File: src/rtl/cp0_exc_seq_pkg.sv
// Shared definitions for the CP0 exception sequencer: register selects,
// sequencer state encoding and the default handler vector.
package cp0_exc_seq_pkg;

  localparam logic [4:0] SEL_SR    = 5'd12;
  localparam logic [4:0] SEL_CAUSE = 5'd13;
  localparam logic [4:0] SEL_EPC   = 5'd14;
  localparam logic [4:0] SEL_PRID  = 5'd15;

  // Handler entry PC[31:2]; byte address 0x4180.
  localparam logic [29:0] DEFAULT_VECTOR = 30'h0000_1060;

  typedef enum logic [1:0] {
    ST_IDLE = 2'd0,
    ST_SAVE = 2'd1,
    ST_VEC  = 2'd2,
    ST_RET  = 2'd3
  } state_t;

endpackage

File: src/rtl/cp0_exc_seq.sv
// Sequences interrupt entry and ERET at instruction boundaries, driving the
// CP0 write/EXL controls and redirecting/stalling fetch while a sequence runs.
module cp0_exc_seq
  import cp0_exc_seq_pkg::*;
#(
  parameter logic [29:0] VECTOR = DEFAULT_VECTOR,
  parameter int          CNT_W  = 16
) (
  input  logic             clk,
  input  logic             rst,
  input  logic             instr_done,
  input  logic [29:0]      pc_next,
  input  logic             is_eret,
  input  logic             mtc0_req,
  input  logic [4:0]       mtc0_sel,
  input  logic [31:0]      mtc0_data,
  input  logic             int_req,
  input  logic [29:0]      epc,
  output logic             cp0_wen,
  output logic [4:0]       cp0_sel,
  output logic [31:0]      cp0_din,
  output logic [29:0]      cp0_pc,
  output logic             exl_set,
  output logic             exl_clr,
  output logic             pc_redirect,
  output logic [29:0]      pc_target,
  output logic             stall,
  output logic [CNT_W-1:0] int_count
);

  state_t      state;
  state_t      state_next;
  logic [29:0] save_pc;
  logic        int_accept;

  // ERET outranks the interrupt; the interrupt is simply re-sampled later.
  assign int_accept = (state == ST_IDLE) && instr_done && !is_eret && int_req;

  always_ff @(posedge clk or negedge rst) begin
    if (!rst) begin
      state     <= ST_IDLE;
      save_pc   <= '0;
      int_count <= '0;
    end else begin
      state <= state_next;
      if (int_accept) begin
        save_pc <= pc_next;
      end
      if ((state == ST_SAVE) && (int_count != {CNT_W{1'b1}})) begin
        int_count <= int_count + 1'b1;
      end
    end
  end

  always_comb begin
    state_next  = state;
    cp0_wen     = 1'b0;
    cp0_sel     = '0;
    cp0_din     = '0;
    cp0_pc      = '0;
    exl_set     = 1'b0;
    exl_clr     = 1'b0;
    pc_redirect = 1'b0;
    pc_target   = '0;
    stall       = 1'b0;

    case (state)
      ST_IDLE: begin
        // Pass-through is gated by reset so nothing leaks out while it is held.
        if (rst) begin
          cp0_wen = mtc0_req & instr_done;
          cp0_sel = mtc0_sel;
          cp0_din = mtc0_data;
          cp0_pc  = mtc0_data[31:2];
        end
        if (instr_done) begin
          if (is_eret) begin
            state_next = ST_RET;
          end else if (int_req) begin
            state_next = ST_SAVE;
          end
        end
      end
      ST_SAVE: begin
        cp0_wen    = 1'b1;
        cp0_sel    = SEL_EPC;
        cp0_pc     = save_pc;
        exl_set    = 1'b1;
        stall      = 1'b1;
        state_next = ST_VEC;
      end
      ST_VEC: begin
        pc_redirect = 1'b1;
        pc_target   = VECTOR;
        stall       = 1'b1;
        state_next  = ST_IDLE;
      end
      ST_RET: begin
        exl_clr     = 1'b1;
        pc_redirect = 1'b1;
        pc_target   = epc;
        stall       = 1'b1;
        state_next  = ST_IDLE;
      end
      default: begin
        state_next = ST_IDLE;
      end
    endcase
  end

endmodule

File: config.mk
export PLATFORM = sky130hd
export DESIGN_NAME = cp0_exc_seq
export DESIGN_NICKNAME = d
export VERILOG_FILES = /design/src/rtl/cp0_exc_seq_pkg.sv /design/src/rtl/cp0_exc_seq.sv
export SDC_FILE = /design/constraint.sdc
export NUM_CORES = 1
export LEC_CHECK = 0
export CAP_MARGIN = 20
export CELL_PAD_IN_SITES_DETAIL_PLACEMENT = 1
export CELL_PAD_IN_SITES_GLOBAL_PLACEMENT = 2
export CORE_AREA = 2 2 125 127
export DETAILED_ROUTE_END_ITERATION = 8
export DIE_AREA = 0 0 127 129
export HOLD_SLACK_MARGIN = 0.1
export PLACE_DENSITY = 0.94
export SETUP_SLACK_MARGIN = 0.4
export SYNTH_ARGS = -nofsm -noshare
export SYNTH_HDL_FRONTEND = slang
export SYNTH_SLANG_ARGS = --single-unit
File: constraint.sdc
create_clock -name clk -period 4.8 [get_ports clk]
set_input_delay 0.96 -clock clk [delete_from_list [all_inputs] [get_ports clk]]
set_output_delay 0.96 -clock clk [all_outputs]
set_load 0.1 [all_outputs]
==> impl_metrics.py <==
metrics = {
    "status": {
        "status": "complete, no violations",
    },
    "logic_synthesis": {
        "ys_types": 36,
        "netlist_instances": 276,
        "netlist_area_um2": 2780,
        "synthArstFlopShare_pct": 100,
        "synth-seq-area-share_pct": 43.2,
        "synthFlopType": "dfrtp_1",
        "ys_ff_latch": 48,
        "syn_nets": 380,
        "syn_area_per_cell_um2": 10.1,
        "yosys_warnings": 0,
        "synth-edff-count": 0,
    },
    "clocking": {
        "clk_pin_slew_worst_paths_ns": 0.07,
        "cts_root_buf": "clkbuf_16",
        "numCtsBuffers": 5,
        "postCtsHoldBufs": 0,
        "clk_latency_ns": 0.30,
        "post_cts_resized": 0,
        "cts_tree": "done",
        "cts.path.max_buffers": 2,
        "cts_sinks": 48,
        "postCtsSetupRepairBufs": 0,
        "cts_max_level": 2,
    },
    "detailed_routing": {
        "drt_wl_total_um": 11200,
        "via_per_inst": 4.41,
        "drtAntennaViolNets": 0,
        "drtIter0Drc": 86,
        "wire_per_inst_um": 16.6,
        "route.detailed.drc": 0,
        "firstDrtPassIters": 4,
        "dr_total_vias": 2970,
    },
    "timing": {
        "setup_viol": 0,
        "max_clock_freq_ghz": 0.267,
        "hold_ws_ns": 0.498,
        "relSlewSlack_pct": 30.9,
        "worst_pin_slew_ns": 1.04,
        "slew_violations": 0,
        "setup_tns_ns": 0,
        "min_period_ns": 3.74,
        "period_share_pct": 77.9,
        "finalHoldViolations": 0,
        "skew_ns": 0.00868,
        "rsz0062_at_grt": "false",
    },
    "setup_path": {
        "crit_path_end_kind": "output port",
        "required_ns": 3.84,
        "path_max_fanout": 39,
        "start_kind": "register",
        "critPathKind": "reg -> out",
        "cp_data_arrival_time_ns": 2.78,
    },
    "die": {
        "rows": 45,
        "die_h_um": 129,
        "start_util_pct": 18.6,
        "die_x_um": 127,
        "io_pins": 221,
        "die_area_um2": 16400,
        "core_um2": 15000,
    },
    "run": {
        "maxCapViolations": 0,
    },
    "worst_hold_path": {
        "holdCritPathClass": "in -> async",
    },
    "final_layout": {
        "area_delta_synth_final_pct": 82.6,
        "final_area_um2": 5080,
        "fillCellCount": 1714,
        "drive_gt1_share_pct": 31.1,
        "fin_util_pct": 33.9,
        "final_cells": 673,
        "final_nets": 588,
        "n_antenna_cell": 0,
    },
    "grt": {
        "grtUsageTotal_pct": 13.1,
        "antenna_found_initial": 0,
        "grt_pass1_wl_um": 17000,
        "grt_max_degree": 62,
        "first_global_vias": 3108,
        "grt-ovfl-total": 0,
    },
    "power_and_ir_drop": {
        "ir_drop_mv": 0.199,
        "power_density_nw_per_um2": 433,
        "p_leak_uw": 0.00271,
    },
    "placed_design": {
        "placed_cells_incl_taps": 664,
        "hpwlAfterDp_um": 8740,
        "numPortBuffers": 220,
        "place_area_um2": 4910,
        "place_congestion": 0.753,
    },
}
==> registers in the layout, indices dropped and copies added (netlist names) <==
register / flops
save_pc: 30
int_count: 16
state: 2
==> layout make-up <==
type	instances	area [µm²]	area share, %
multi-input combinational	199	1480	29.1
sequential	48	1200	23.6
tap	188	235	4.63
clock inverter	3	25.0	0.492
timing repair buffer	225	2000	39.3
inverter	5	18.8	0.369
clock buffer	5	125	2.46
==> placed cells by master, fill, tap and decap left out, types with 2 or more instances in the layout <==
cell and count:
nand3_1 7, o211a_1 2, inv_1 5, a21o_1 30
nor3_1 4, clkdlybuf4s50_1 120, nand2_1 5, a21oi_1 13
nor4_1 2, xnor2_1 3, nand4_1 2, xor2_1 5
a21boi_0 3, dfrtp_1 48, nor2_1 8, mux2_2 31
clkbuf_16 5, inv_6 2, buf_4 103, and3_1 66
==> power breakdown <==
group / leakage, µW / total (µW) / internal, µW / switching (µW)
clock network: 0.0000708 / 366 / 197 / 168
logic: 0.00204 / 1230 / 335 / 897
registers: 0.000598 / 603 / 506 / 96.6
total: 0.00271 / 2200 / 1040 / 1160
==> per-layer routing <==
metal / share of wire, % / wire [µm] / global-route usage [%]
met1: 39 / 4390 / 15.4
met2: 54 / 6030 / 23.6
met3: 4.9 / 551 / 3.41
met4: 1.7 / 189 / 3.68
met5: 0 / 0 / 0
==> cells by family after synthesis <==
| family | share of synthesized area (%) |
|---|---|
| AO/OA/AOI/OAI | 12.9 |
| XOR/XNOR | 2.52 |
| adder cells (fa/ha/maj) | 0.450 |
| buffers and inverters | 4.14 |
| flip-flops | 43.2 |
| multiplexers | 13.5 |
| AND/OR/NAND/NOR | 23.4 |
==> worst paths after layout <==
path | from | end | slack, ns | depth (start not counted)
max in group asynchronous | rst | state[1] | 3.63 | 3
hold reg to reg | int_count[11] | int_count[11] | 0.50 | 1
hold / removal | rst | save_pc[4] | 0.50 | 1
setup reg to reg | state[0] | int_count[14] | 1.99 | 4
setup / recovery | state[0] | cp0_pc[26] | 1.06 | 3
min in group clk | int_count[11] | int_count[11] | 0.50 | 1
==> worst max-delay path, stage by stage (launching register included) <==
cell and delay, ns:
dfrtp_1 1.00, nor2b_4 0.90, a21o_1 0.25, buf_4 0.29
==> through the flow <==
| step | power, µW | setup WS (ns) |
|---|---|---|
| final | 2200 | 1.06 |
| after floorplan | 1530 | 0.674 |
| after global routing | 2300 | 0.803 |
| after detailed placement | 1850 | 1.27 |
| after global placement | 1820 | 1.32 |
| after CTS | 2230 | 0.973 |
==> cell usage after synthesis, types with 2 or more instances <==
library cell / n / area (µm²)
xnor2_1: 3 / 26.3
dfrtp_1: 48 / 1200
inv_1: 5 / 18.8
xor2_1: 5 / 43.8
a21oi_1: 13 / 65.1
nor2_1: 9 / 33.8
buf_2: 5 / 25.0
a21o_1: 30 / 225
clkbuf_1: 17 / 63.8
mux2_2: 31 / 349
nand4_1: 2 / 12.5
a21boi_0: 3 / 22.5
nor3_1: 4 / 20.0
nand2_1: 5 / 18.8
and3_1: 66 / 413
nand3_1: 7 / 35.0
nor4_1: 2 / 12.5
o211a_1: 2 / 20.0
buf_1: 2 / 7.51
(Power assumes the default switching activity.)
